<file path="config.mk">
export PLATFORM = sky130hd
export DESIGN_NAME = alu
export DESIGN_NICKNAME = d
export VERILOG_FILES = /design/src/rtl/alu_pkg.sv /design/src/rtl/alu_shifter.sv /design/src/rtl/alu.sv
export SDC_FILE = /design/constraint.sdc
export NUM_CORES = 1
export LEC_CHECK = 0
export ABC_AREA = 1
export CORE_ASPECT_RATIO = 2
export CORE_MARGIN = 5
export CORE_UTILIZATION = 45
export CTS_BUF_LIST = sky130_fd_sc_hd__clkbuf_2
export DETAILED_ROUTE_END_ITERATION = 8
export GPL_ROUTABILITY_DRIVEN = 1
export PLACE_DENSITY_LB_ADDON = 0.1
export SLEW_MARGIN = 40
export SYNTH_ARGS = -nofsm -noshare
export SYNTH_HDL_FRONTEND = slang
export SYNTH_SLANG_ARGS = --single-unit
export TNS_END_PERCENT = 50
</file>
<file path="constraint.sdc">
create_clock -name clk -period 1.6 [get_ports clk]
set_clock_uncertainty 0.05 [all_clocks]
set_input_delay 0.24 -clock clk [delete_from_list [all_inputs] [get_ports clk]]
set_output_delay 0.24 -clock clk [all_outputs]
set_load 0.005 [all_outputs]
</file>
<file path="src/rtl/alu_pkg.sv">
// Shared definitions for the datapath ALU: widths, opcode map and shifter modes.
package alu_pkg;

  localparam int DATA_W = 32;
  localparam int SH_W   = $clog2(DATA_W);

  localparam logic [5:0] OP_PASS_A = 6'h00;
  localparam logic [5:0] OP_PASS_B = 6'h01;
  localparam logic [5:0] OP_ADD    = 6'h10;
  localparam logic [5:0] OP_ADC    = 6'h11;
  localparam logic [5:0] OP_SUB    = 6'h12;
  localparam logic [5:0] OP_SBC    = 6'h13;
  localparam logic [5:0] OP_INC    = 6'h14;
  localparam logic [5:0] OP_DEC    = 6'h15;
  localparam logic [5:0] OP_NEG    = 6'h16;
  localparam logic [5:0] OP_AND    = 6'h20;
  localparam logic [5:0] OP_OR     = 6'h21;
  localparam logic [5:0] OP_XOR    = 6'h22;
  localparam logic [5:0] OP_NOR    = 6'h23;
  localparam logic [5:0] OP_NAND   = 6'h24;
  localparam logic [5:0] OP_XNOR   = 6'h25;
  localparam logic [5:0] OP_NOT    = 6'h26;
  localparam logic [5:0] OP_SLL    = 6'h30;
  localparam logic [5:0] OP_SRL    = 6'h31;
  localparam logic [5:0] OP_SRA    = 6'h32;
  localparam logic [5:0] OP_ROL    = 6'h33;
  localparam logic [5:0] OP_ROR    = 6'h34;
  localparam logic [5:0] OP_SLT    = 6'h38;
  localparam logic [5:0] OP_SLTU   = 6'h39;

  // Encoded to match the low three bits of the shift opcodes.
  typedef enum logic [2:0] {
    SH_SLL = 3'd0,
    SH_SRL = 3'd1,
    SH_SRA = 3'd2,
    SH_ROL = 3'd3,
    SH_ROR = 3'd4
  } shift_op_t;

endpackage

</file>
<file path="src/rtl/alu_shifter.sv">
// Combinational barrel shifter/rotator; also returns the last bit moved out.
module alu_shifter
  import alu_pkg::*;
#(
  parameter  int WIDTH = DATA_W,
  localparam int SW    = $clog2(WIDTH)
) (
  input  logic [WIDTH-1:0] a,
  input  logic [SW-1:0]    sh,
  input  shift_op_t        op,
  output logic [WIDTH-1:0] res,
  output logic             bit_out
);

  logic [WIDTH:0]   sll_w;
  logic [WIDTH:0]   srl_w;
  logic [WIDTH:0]   sra_w;
  logic [SW:0]      inv_sh;
  logic [WIDTH-1:0] rol_w;
  logic [WIDTH-1:0] ror_w;

  // A guard bit next to the operand catches the last bit out; it stays 0 when sh=0.
  assign sll_w  = {1'b0, a} << sh;
  assign srl_w  = {a, 1'b0} >> sh;
  assign sra_w  = $signed({a, 1'b0}) >>> sh;
  assign inv_sh = (SW+1)'(WIDTH) - {1'b0, sh};
  assign rol_w  = (a << sh) | (a >> inv_sh);
  assign ror_w  = (a >> sh) | (a << inv_sh);

  always_comb begin
    res     = a;
    bit_out = 1'b0;
    case (op)
      SH_SLL: begin res = sll_w[WIDTH-1:0]; bit_out = sll_w[WIDTH]; end
      SH_SRL: begin res = srl_w[WIDTH:1];   bit_out = srl_w[0];     end
      SH_SRA: begin res = sra_w[WIDTH:1];   bit_out = sra_w[0];     end
      SH_ROL: begin res = rol_w;            bit_out = sll_w[WIDTH]; end
      SH_ROR: begin res = ror_w;            bit_out = srl_w[0];     end
      default: ;
    endcase
  end

endmodule

</file>
<file path="src/rtl/alu.sv">
// Registered 32-bit ALU: one op per cycle, result/carry registered, Z/N from the registered result.
module alu
  import alu_pkg::*;
#(
  parameter  int WIDTH = DATA_W,
  localparam int SW    = $clog2(WIDTH)
) (
  input  logic             clk,
  input  logic             rst_n,
  input  logic [WIDTH-1:0] a,
  input  logic [WIDTH-1:0] b,
  input  logic [5:0]       opCode,
  input  logic             c,
  output logic [WIDTH-1:0] ans1,
  output logic             ans2,
  output logic             Z,
  output logic             N
);

  logic [WIDTH-1:0] add_x;
  logic [WIDTH-1:0] add_y;
  logic             add_ci;
  logic [WIDTH:0]   sum;
  logic [WIDTH-1:0] sh_res;
  logic             sh_out;
  logic [WIDTH-1:0] res_d;
  logic             co_d;

  // All arithmetic ops share one adder; operands are conditioned per opcode.
  always_comb begin
    add_x  = a;
    add_y  = b;
    add_ci = 1'b0;
    case (opCode)
      OP_ADC: add_ci = c;
      OP_SUB: begin add_y = ~b; add_ci = 1'b1; end
      OP_SBC: begin add_y = ~b; add_ci = c;    end
      OP_INC: begin add_y = '0; add_ci = 1'b1; end
      OP_DEC: add_y = '1;
      OP_NEG: begin add_x = ~a; add_y = '0; add_ci = 1'b1; end
      default: ;
    endcase
  end

  assign sum = {1'b0, add_x} + {1'b0, add_y} + {{WIDTH{1'b0}}, add_ci};

  alu_shifter #(.WIDTH(WIDTH)) u_shifter (
    .a       (a),
    .sh      (b[SW-1:0]),
    .op      (shift_op_t'(opCode[2:0])),
    .res     (sh_res),
    .bit_out (sh_out)
  );

  always_comb begin
    res_d = '0;
    co_d  = 1'b0;
    case (opCode)
      OP_PASS_A: res_d = a;
      OP_PASS_B: res_d = b;
      OP_ADD, OP_ADC, OP_SUB, OP_SBC,
      OP_INC, OP_DEC, OP_NEG: {co_d, res_d} = sum;
      OP_AND:  res_d = a & b;
      OP_OR:   res_d = a | b;
      OP_XOR:  res_d = a ^ b;
      OP_NOR:  res_d = ~(a | b);
      OP_NAND: res_d = ~(a & b);
      OP_XNOR: res_d = ~(a ^ b);
      OP_NOT:  res_d = ~a;
      OP_SLL, OP_SRL, OP_SRA,
      OP_ROL, OP_ROR: begin res_d = sh_res; co_d = sh_out; end
      OP_SLT:  res_d = {{(WIDTH-1){1'b0}}, $signed(a) < $signed(b)};
      OP_SLTU: res_d = {{(WIDTH-1){1'b0}}, a < b};
      default: ;
    endcase
  end

  always_ff @(posedge clk or negedge rst_n) begin
    if (!rst_n) begin
      ans1 <= '0;
      ans2 <= 1'b0;
    end else begin
      ans1 <= res_d;
      ans2 <= co_d;
    end
  end

  // Flags follow the registered result, so reset naturally yields Z=1, N=0.
  assign Z = (ans1 == '0);
  assign N = ans1[WIDTH-1];

endmodule

</file>
==> flow_summary.toml, run 1 <==
[floorplan]
ports = 108
die-width_um = 138
fp.dieH_um = 265
rows = 93
initial_utilization_pct = 45.4

[synth]
yosys_register_bits = 33
synthTopCellsByArea = "nand2_1, nand3_1, ha_1"
synthesis.nets = 3031
synth_warnings = 0
postSynthAreaPerCell_sq_um = 5.18
synth_area_sq_mm = 0.0146
synth_flop_cell = "dfrtp_1"
synth_top_cell_by_area = "nand2_1"
synth_top_area_share_pct = 25.2
postSynth.asyncResetShare_pct = 100
yosysSeqAreaShare_pct = 5.64
synth.distinct_cells = 48
edff_count_synth = 0
synth_cells = 2827

[clock_tree]
clock_tree.root_cell = "clkbuf_2"
ctsLongestPathBuffers = 2
tritoncts_num_sinks = 33
tritoncts.num_buffers = 5
post_cts_hold_buffer_count = 0
htree_levels = 2

[global_route]
gr_ovfl_total = 1007
grt_usage_pct = 77.2
grt_pass1_vias = 30900
maximum_number_of_pins_on_one_net_before_global_route_repair = 38
first_pass_grt_wire_length_um = 220000

[placement]
placed_cells_incl_taps = 4029
globalplace.congestion = 1.31
io_buffer_count = 107
hpwl_um = 89100

[outcome]
tool.error = "[ERROR GRT-0116] Global routing finished with congestion. Check the congestion regions in the DRC Viewer."
last-stage-reached = "global routing"
outcome = "stopped before the end"
## cell usage after synthesis (all sizes together) (29+ instances only)
| cell type | instances |
|---|---|
| nand2 | 986 |
| nand3 | 483 |
| nor2 | 227 |
| inv | 214 |
| o21ai | 180 |
| ha | 129 |
| a21oi | 106 |
| buf | 87 |
| clkbuf | 65 |
| o211ai | 53 |
| o22ai | 43 |
| xor2 | 38 |
| dfrtp | 33 |
| nor3 | 30 |
| nand4 | 29 |
## metrics by stage
stage	hold WS [ns]	utilization (%)	setup WS [ns]	area [sq um]
floorplan	-0.106	-	-1.50	14800
global placement	0.584	69.1	-2.50	22300
detailed placement	0.585	69.1	-2.50	22300
CTS	0.0609	73.8	-1.03	23800
## kinds of logic after synthesis
group,share of synthesized area (%)
xor+xnor,2.39
compound gates,18.3
mux,0.137
buf+inv,10.1
fa+ha+maj,11.3
flops,5.64
simple gates,52.2
## routing by layer
metal	GRT overflow	global-route usage [%]
met5	0	12.2
met4	289	81.6
met3	3	55.5
met2	712	99.1
met1	3	75.0
## repair_timing
item                                    in CTS
endpoints found under the setup margin      68
setup buffers                               40
pin swaps                                   93
resized for setup                          424
gates cloned                                 5
hold endpoints to repair                     0
==> run 2: changes to the inputs <==
--- a/config.mk
+++ b/config.mk
@@ -6,13 +6,11 @@
 export NUM_CORES = 1
 export LEC_CHECK = 0
 export ABC_AREA = 1
-export CORE_ASPECT_RATIO = 2
 export CORE_MARGIN = 5
-export CORE_UTILIZATION = 45
-export CTS_BUF_LIST = sky130_fd_sc_hd__clkbuf_2
+export CORE_UTILIZATION = 30
 export DETAILED_ROUTE_END_ITERATION = 8
 export GPL_ROUTABILITY_DRIVEN = 1
-export PLACE_DENSITY_LB_ADDON = 0.1
+export PLACE_DENSITY_LB_ADDON = 0.15
 export SLEW_MARGIN = 40
 export SYNTH_ARGS = -nofsm -noshare
 export SYNTH_HDL_FRONTEND = slang
==> run 2 against run 1 <==
The flow now finishes, with violations (setup timing). Area after synthesis did not move. Synthesized cell count stayed put.
==> flow_summary.toml, run 2 <==
[drt]
via_per_inst = 5.76
detailroute.via_count = 24400
drt_iter0_markers = 2873
wire_per_inst_um = 26.5
drt.antenna.violating_nets = 0
firstDrtPassIters = 8
drt-total-wl_um = 112000
drcViolationCount = 0

[synth]
synthMuxAreaShare_pct = 0.137
synthTopCellsByArea = "nand2_1, nand3_1, ha_1"
synth_warnings = 0
xor_xnor_portion_of_the_synthesized_cell_area_pct = 2.39
synth.distinct_cells = 48
synth_cells = 2827
yosys.area_share.adder_pct = 11.3
synth_flop_cell = "dfrtp_1"
edff_count_synth = 0
postSynthAreaPerCell_sq_um = 5.18
area_fraction_in_and_or_nand_and_nor_cells_after_synthesis_pct = 52.2
yosysMostFrequentCell = "nand2_1"
synth-compound-area-share_pct = 18.3
yosysSeqAreaShare_pct = 5.64
synthesis.nets = 3031
postSynth.asyncResetShare_pct = 100
yosys-top-cells-count = "nand2_1, nand3_1, nor2_1"
synth_top_cell_by_area = "nand2_1"
synth_top_area_share_pct = 25.2
yosys_register_bits = 33
main_combinational_cell_family_by_area_after_synthesis = "simple AND/OR/NAND/NOR gates"
synth_area_sq_mm = 0.0146

[worst_setup_path]
critPathArrivalTime_ns = 3.01
timing.critical_path.fanout_max = 5
cpMostUsedCell = "nand3_2"
setup.worst_path.end_class = "register"
critical-path-slowest-cell = "fa_2"
timing.critical_path.from_type = "input port"
crit_path_max_incr_delay_ns = 0.42
cp.required_ns = 1.74
timing.setup.critical_path_class = "in -> reg"
critical_path.cell_chain = "buf_2 -> nand2_4 -> nor2_4 -> nand2_2 -> and3_4 -> o21ai_2 -> nand2_1 -> fa_2 -> fa_2 -> nand3_2 -> nand2_4 -> buf_6 -> a21oi_4 -> buf_6 -> o21ai_4 -> or2_4 -> nand3_2 -> nand3_2"

[finish]
largest_register_ffs = 32
layout_top_registers = "ans1 (32), ans2 (1)"
post_route_cell_area_sq_mm = 0.0239
drive_gt1_share_pct = 30.2
final_common_cell = "nand2_1"
largest-register = "ans1"
areaGrowthSynthToFinish_pct = 63.2
final_cell_mix = "nand2_1, buf_4, nand3_1"
layout.nets = 3812
filler_cell_count = 5108

[timing]
timing_hold_violations_final = 0
rsz0062_at_grt = "yes"
max_slew.worst_pin.slew_ns = 0.822
finalSetupViolations = 34
totalNegativeSetupSlack_ns = -37.10
maxClockFrequency_mhz = 348
max_slew_margin_pct = 45.1
final_max_slew_viol_count = 0
period_share_pct = 180
final.min_clock_period_ns = 2.87
worst_slack_ns = -1.27

[global_route]
use_met2_pct = 66.1
grt.met3_usage_pct = 5.95
busiest_layer = "met2"
maximum_number_of_pins_on_one_net_before_global_route_repair = 65
first_pass_grt_wire_length_um = 157000
grt_usage_pct = 40.0
grt_pass1_vias = 24000
groute.layer.met1.usage_pct = 44.6
gr_ovfl_total = 0
grt_antenna_before_repair = 2

[outcome]
outcome = "finished with violations"
violated_checks = "setup timing"

[placement]
postPlaceCellArea_sq_mm = 0.0225
hpwl_um = 93000
io_buffer_count = 107
globalplace.congestion = 1.11

[clock_tree]
ctsLongestPathBuffers = 2
cts.clk_slew.worst_paths_ns = 0.07
tritoncts_num_sinks = 33
tritoncts.num_buffers = 5
htree_levels = 2
clock_tree.root_cell = "clkbuf_16"
post_cts_hold_buffer_count = 0
cts_tree = "done"

[floorplan]
rows = 81
die_area_sq_mm = 0.0533
fp.dieH_um = 231
die-width_um = 231
initial_utilization_pct = 30.1
ports = 108
core_area_sq_mm = 0.0485

[pwr]
leakagePower_nw = 12.4
clock_power_share_pct = 11.8
share_comb_of_total_power_pct = 78.9
ir_worst_vdd_v = 0.000390
power_switching_mw = 6.06
fin_total_pwr_mw = 11.8
power_density_mw_per_mm2 = 492
seq_power_share_pct = 9.3
power.switching_fraction_pct = 51.6
p_int_mw = 5.69

[worst_hold_path]
timing.hold.worst.class = "in -> async"

[job]
cap_viol_max_count = 0
-- run 2: cell counts after synthesis --
No cell type changed its count.
-- run 2: power groups by stage --
stage                     clock network (mW)  logic, mW  registers (mW)
after floorplan                            0       3.64            1.00
after CTS                               1.40       8.67            1.08
final                                   1.39       9.28            1.09
after global placement                     0       8.40            1.08
after global routing                    1.41       9.78            1.08
after detailed placement                   0       8.41            1.08
-- run 2: worst max-delay path by stage --
| stage | from | end | slack (ns) | depth (start not counted) |
|---|---|---|---|---|
| finish | opCode[2] | ans1[14] | -1.27 | 18 |
| global route | opCode[2] | ans1[26] | -1.45 | 20 |
| CTS | opCode[4] | ans1[20] | -1.26 | 22 |
| detailed placement | opCode[4] | ans1[19] | -2.28 | 18 |
| global placement | opCode[4] | ans1[25] | -2.27 | 22 |
| floorplan | opCode[4] | ans1[10] | -1.50 | 21 |
-- run 2: final cells by class --
type	count	area (sq um)	share of cell area, %
clock buffers	5	125	0.524
well taps	622	778	3.26
repair buffers	926	7830	32.8
inverters	219	858	3.59
flip-flops and latches	33	840	3.52
diodes	3	7.51	0.0314
multi-input cells	2423	13400	56.0
clock inverters	3	68.8	0.288
-- run 2: through the flow --
step	util [%]	instances	setup WS [ns]	hold WS, ns
after detailed placement	46.4	4204	-2.28	0.613
after global placement	46.4	4204	-2.27	0.599
after global routing	49.2	4234	-1.45	0.310
final	49.2	4234	-1.27	0.277
after CTS	47.7	4221	-1.26	0.285
after floorplan	-	2827	-1.50	-0.106
-- run 2: repair_timing --
item	in CTS	in global routing
buffers inserted	10	10
pin swaps	38	55
gates resized for setup	191	162
endpoints found under the setup margin	58	34
gates cloned	0	1
-- run 2: logic make-up (layout without fill, tap and decap cells) --
| group | after synthesis | count (layout) |
|---|---|---|
| and+or+nand+nor | 1798 | 1798 |
| AOI/OAI and AO/OA | 453 | 453 |
| buffers and inverters | 371 | 1153 |
| adders and majority gates | 131 | 131 |
| xor gates and xnor gates | 39 | 39 |
| DFF | 33 | 33 |
| muxes | 2 | 2 |
| other | 0 | 3 |
-- run 2: routing by layer --
layer	share of wire [%]	wire, um	vias up
li1	-	-	11100
met1	36	40400	11300
met2	45	50200	1469
met3	7.7	8640	467
met4	11	12800	0
met5	0	0	-
-- run 2: critical path, delay by kind of cell --
family / cells / cell delay [ns]
AOI/OAI and AO/OA: 3 / 0.36
buffers and inverters: 3 / 0.45
and+or+nand+nor: 10 / 1.14
adders and majority gates: 2 / 0.80
Power figures use the tool's default switching activity.
==> run 3: changes to the inputs <==
--- a/config.mk
+++ b/config.mk
@@ -6,11 +6,13 @@
 export NUM_CORES = 1
 export LEC_CHECK = 0
 export ABC_AREA = 1
+export CAP_MARGIN = 15
 export CORE_MARGIN = 5
-export CORE_UTILIZATION = 30
+export CORE_UTILIZATION = 60
 export DETAILED_ROUTE_END_ITERATION = 8
 export GPL_ROUTABILITY_DRIVEN = 1
 export PLACE_DENSITY_LB_ADDON = 0.15
+export RECOVER_POWER = 25
 export SLEW_MARGIN = 40
 export SYNTH_ARGS = -nofsm -noshare
 export SYNTH_HDL_FRONTEND = slang
==> run 3 against run 2 <==
The flow now stops in global routing. Area after synthesis unchanged. Synthesized cell count unchanged.
==> flow_summary.toml, run 3 <==
[synth]
synth_cells = 2827
yosysSeqAreaShare_pct = 5.64
postSynthAreaPerCell_sq_um = 5.18
yosysMostFrequentCell = "nand2_1"
yosys-top-cells-count = "nand2_1, nand3_1, nor2_1"
synthTopCellsByArea = "nand2_1, nand3_1, ha_1"
synth_warnings = 0
synthesis.nets = 3031
synth_area_sq_mm = 0.0146
edff_count_synth = 0
synth_top_area_share_pct = 25.2
postSynth.asyncResetShare_pct = 100
synth_top_cell_by_area = "nand2_1"
synth.distinct_cells = 48
synth_flop_cell = "dfrtp_1"
yosys_register_bits = 33

[outcome]
last-stage-reached = "global routing"
tool.error = "[ERROR GRT-0116] Global routing finished with congestion. Check the congestion regions in the DRC Viewer."
outcome = "stopped before the end"

[placement]
placed_cells_incl_taps = 3736
io_buffer_count = 107
globalplace.congestion = 1.42
hpwl_um = 70800

[global_route]
grt_pass1_vias = 31900
gr_ovfl_total = 1119
grt_usage_pct = 92.0
maximum_number_of_pins_on_one_net_before_global_route_repair = 77
first_pass_grt_wire_length_um = 204000

[floorplan]
initial_utilization_pct = 60.5
rows = 57
fp.dieH_um = 166
die-width_um = 166
ports = 108

[clock_tree]
ctsLongestPathBuffers = 2
htree_levels = 2
tritoncts_num_sinks = 33
tritoncts.num_buffers = 5
post_cts_hold_buffer_count = 0
clock_tree.root_cell = "clkbuf_16"
## run 3: timing repair
item | CTS
pin swaps | 62
setup buffers | 18
gates resized for setup | 245
setup endpoints to repair | 52
gates cloned | 1
## run 3: logic make-up after synthesis
family | count (synthesis) | share of synthesized area (%)
and+or+nand+nor | 1798 | 52.2
AOI/OAI and AO/OA | 453 | 18.3
buffers and inverters | 371 | 10.1
adders and majority gates | 131 | 11.3
xor gates and xnor gates | 39 | 2.39
DFF | 33 | 5.64
muxes | 2 | 0.137
## run 3: layer usage
metal	GRT overflow	global-route usage [%]
met1	26	87.6
met4	336	97.2
met3	29	80.4
met2	725	107
met5	3	58.1
## run 3: metrics by stage
| step | TNS (ns) | worst slack, ns | utilization (%) | cell area, sq um | hold WS [ns] |
|---|---|---|---|---|---|
| 3_5_place_dp | -68.03 | -2.35 | 85.9 | 20800 | 0.586 |
| 3_3_place_gp | -61.07 | -2.15 | 85.9 | 20800 | 0.587 |
| 2_1_floorplan | -39.42 | -1.50 | - | 14800 | -0.106 |
| 4_1_cts | -38.74 | -1.30 | 90.3 | 21800 | 0.282 |
==> patch (config.mk and constraints of run 2) <==
Set the package constant `DATA_W` to 16 (it was 32).
--- a/src/rtl/alu_pkg.sv
+++ b/src/rtl/alu_pkg.sv
@@ -2,5 +2,5 @@
 package alu_pkg;
 
-  localparam int DATA_W = 32;
+  localparam int DATA_W = 16;
   localparam int SH_W   = $clog2(DATA_W);
 
Interface: changed (resized a, ans1 and b); port bits go from 108 to 60. The function was not compared with the original's and may differ.
==> patch against run 2 <==
The flow still finishes with violations (negative setup slack); worst setup slack improved by 0.25 ns; area after synthesis down 53%; non-clock buffer count shrank 507; maximum frequency grew 9.6%; total power is 58% lower; cell area down 52%; final cell count fell by 54%; global-route usage decreased by 12 points; largest cell class unchanged; wire length down 66%; critical path depth is the same; sequential cell count down 16; synthesized cell count decreased by 54%.
==> patch: results (changes against run 2) <==
DETAILED ROUTING
-----------------------------------------------------------------------------------------------------
Detailed router's first-iteration violation count ......................................          854   -70%
Routed length per instance .............................................................      19.4 um   -27%
Iteration count of the initial detailed-routing pass ...................................            6   -2
Via Count ..............................................................................        10300   -58%

SYNTHESIS
-----------------------------------------------------------------------------------------------------
Sequential fraction of the synthesis area ..............................................        6.16%   +0.52 points
Netlist cell types .....................................................................           47   -2.1%
Cell count after synthesis .............................................................         1292   -54%
Dominant cells by area after synthesis ................................................. nand2_1, nand3_1, ha_1
Post-Syn Nets ..........................................................................         1400   -54%
Post-synthesis share of cell area spent on full adders, half adders and majority gates .        12.4%   +1.1 points
Share of synthesized area spent on multiplexers ........................................           0%   -0.14 points
Synth Area in XOR/XNOR .................................................................        2.92%   +0.53 points
Compound-gate portion of the synthesized area ..........................................        17.7%   -0.57 points
Commonest cells in the synthesized netlist ............................................. nand2_1, nand3_1, inv_1

CLOCK TREE
-----------------------------------------------------------------------------------------------------
Total CTS buffers ......................................................................            3   -2
Clock slew at the register clock pins of the worst setup and hold paths ................      0.05 ns   -0.02 ns

PLACE
-----------------------------------------------------------------------------------------------------
GPL Wtd Cong ...........................................................................         1.01   -8.8%
Placed cell count ......................................................................         1919   -54%
Half-perimeter wire length after placement .............................................      30.6 mm   -67%
DP Area ................................................................................   10400 um^2   -54%

GLOBAL ROUTING
-----------------------------------------------------------------------------------------------------
Pin count of the biggest net entering global routing ...................................           31   -52%
Global router's overall resource usage .................................................        27.5%   -12 points
Initial antenna violation count ........................................................            1   -1
First-pass GRT wire length .............................................................      56.1 mm   -64%
Via count of the first global-routing pass .............................................         9615   -60%

CELLS AND AREA
-----------------------------------------------------------------------------------------------------
Nets@finish ............................................................................         1777   -53%
ANT cells ..............................................................................            0   -3
Share of cells above drive strength 1 ..................................................        32.1%   +2.0 points
Largest registers ...................................................................... ans1 x16, ans2 x1
Filler cells ...........................................................................         2406   -53%

OUTCOME
-----------------------------------------------------------------------------------------------------
Failing checks ......................................................................... negative setup slack
Status ................................................................................. complete, but fails checks

PWR
-----------------------------------------------------------------------------------------------------
Leakage component of the power .........................................................      5.85 nW   -53%
Maximum vdd drop .......................................................................       289 uV   -26%

TIMING
-----------------------------------------------------------------------------------------------------
Worst Slack Setup Final ................................................................     -1.02 ns   +0.251 ns
Slew @ Worst Pin .......................................................................     0.624 ns   -0.197 ns
Final total negative setup slack .......................................................    -15.38 ns   +21.72 ns
Final setup violating endpoints ........................................................           18   -47%

CRITICAL PATH
-----------------------------------------------------------------------------------------------------
Maximum net fanout on the critical path ................................................            6   +1

-- patch: cell count changes in the layout (fill, tap and decap cells not counted), moves of 42 or more --
cell,delta
buf_4,-433
ha_1,-56
inv_1,-80
nand2_1,-520
nand3_1,-297
nor2_1,-90
o211ai_1,-42
o21ai_0,-84
-- patch: cell type report --
class | count | area, um^2 | area share, %
clock buffer | 3 | 75.1 | 0.658
multi-input combinational | 1104 | 6480 | 56.8
inverter | 124 | 524 | 4.59
tap | 285 | 357 | 3.13
sequential | 17 | 425 | 3.73
clock inverter | 1 | 5.00 | 0.0439
timing repair buffer | 419 | 3540 | 31.0
-- patch: through the flow --
stage          util, %  worst slack, ns  power, mW
2_1_floorplan        -           -0.958       2.12
3_3_place_gp      46.0            -1.93       3.90
3_5_place_dp      46.0            -1.99       3.89
4_1_cts           48.5            -1.01       4.66
5_1_grt           50.4            -1.10       5.32
6_report          50.4            -1.02       4.99
-- patch: power by group --
part / leakage (nW) / total [mW] / switching (mW) / internal [mW]
clock: 0.0409 / 0.501 / 0.166 / 0.335
combinational: 5.59 / 3.97 / 2.17 / 1.80
sequential: 0.220 / 0.516 / 0.0343 / 0.482
total: 5.85 / 4.99 / 2.37 / 2.61
-- patch: worst paths after layout --
| path | startpoint | to | slack (ns) | cells after the start |
|---|---|---|---|---|
| setup / recovery | opCode[1] | ans1[4] | -1.02 | 18 |
| max in group asynchronous | rst_n | ans1[14] | 1.04 | 2 |
| min in group clk | opCode[3] | ans1[6] | 0.60 | 6 |
| hold / removal | rst_n | ans1[4] | 0.27 | 2 |
-- patch: cells by family after synthesis --
logic type / Yosys count
compound gates: 206
xor+xnor: 23
fa+ha+maj: 67
buf+inv: 171
flops: 17
simple gates: 808
-- patch: worst max-delay path, stage by stage --
cell	delay [ns]
buf_8	0.11
buf_6	0.11
nand2_4	0.06
nor2_4	0.05
nand2_8	0.07
nand2_4	0.05
nor2_4	0.13
nand2_4	0.08
o21ai_4	0.16
o22ai_4	0.13
fa_2	0.39
fa_2	0.44
o21ai_2	0.16
buf_4	0.14
xnor2_2	0.10
nor2_1	0.06
nor2_1	0.13
nand2_1	0.08
-- patch: per-layer routing --
layer | vias up | track usage, % | share of wire (%)
met5 | - | 0 | 0.045
li1 | 5038 | - | -
met3 | 91 | 4.59 | 8.7
met2 | 508 | 41.4 | 42
met1 | 4706 | 39.8 | 45
met4 | 2 | 9.30 | 4.0
-- patch: repair_timing --
item | 4_1_cts | 5_1_grt
buffers inserted | 21 | 11
gates resized for setup | 100 | 89
pin swaps | 35 | 70
setup endpoints to repair | 18 | 18
cloned | 1 | 1
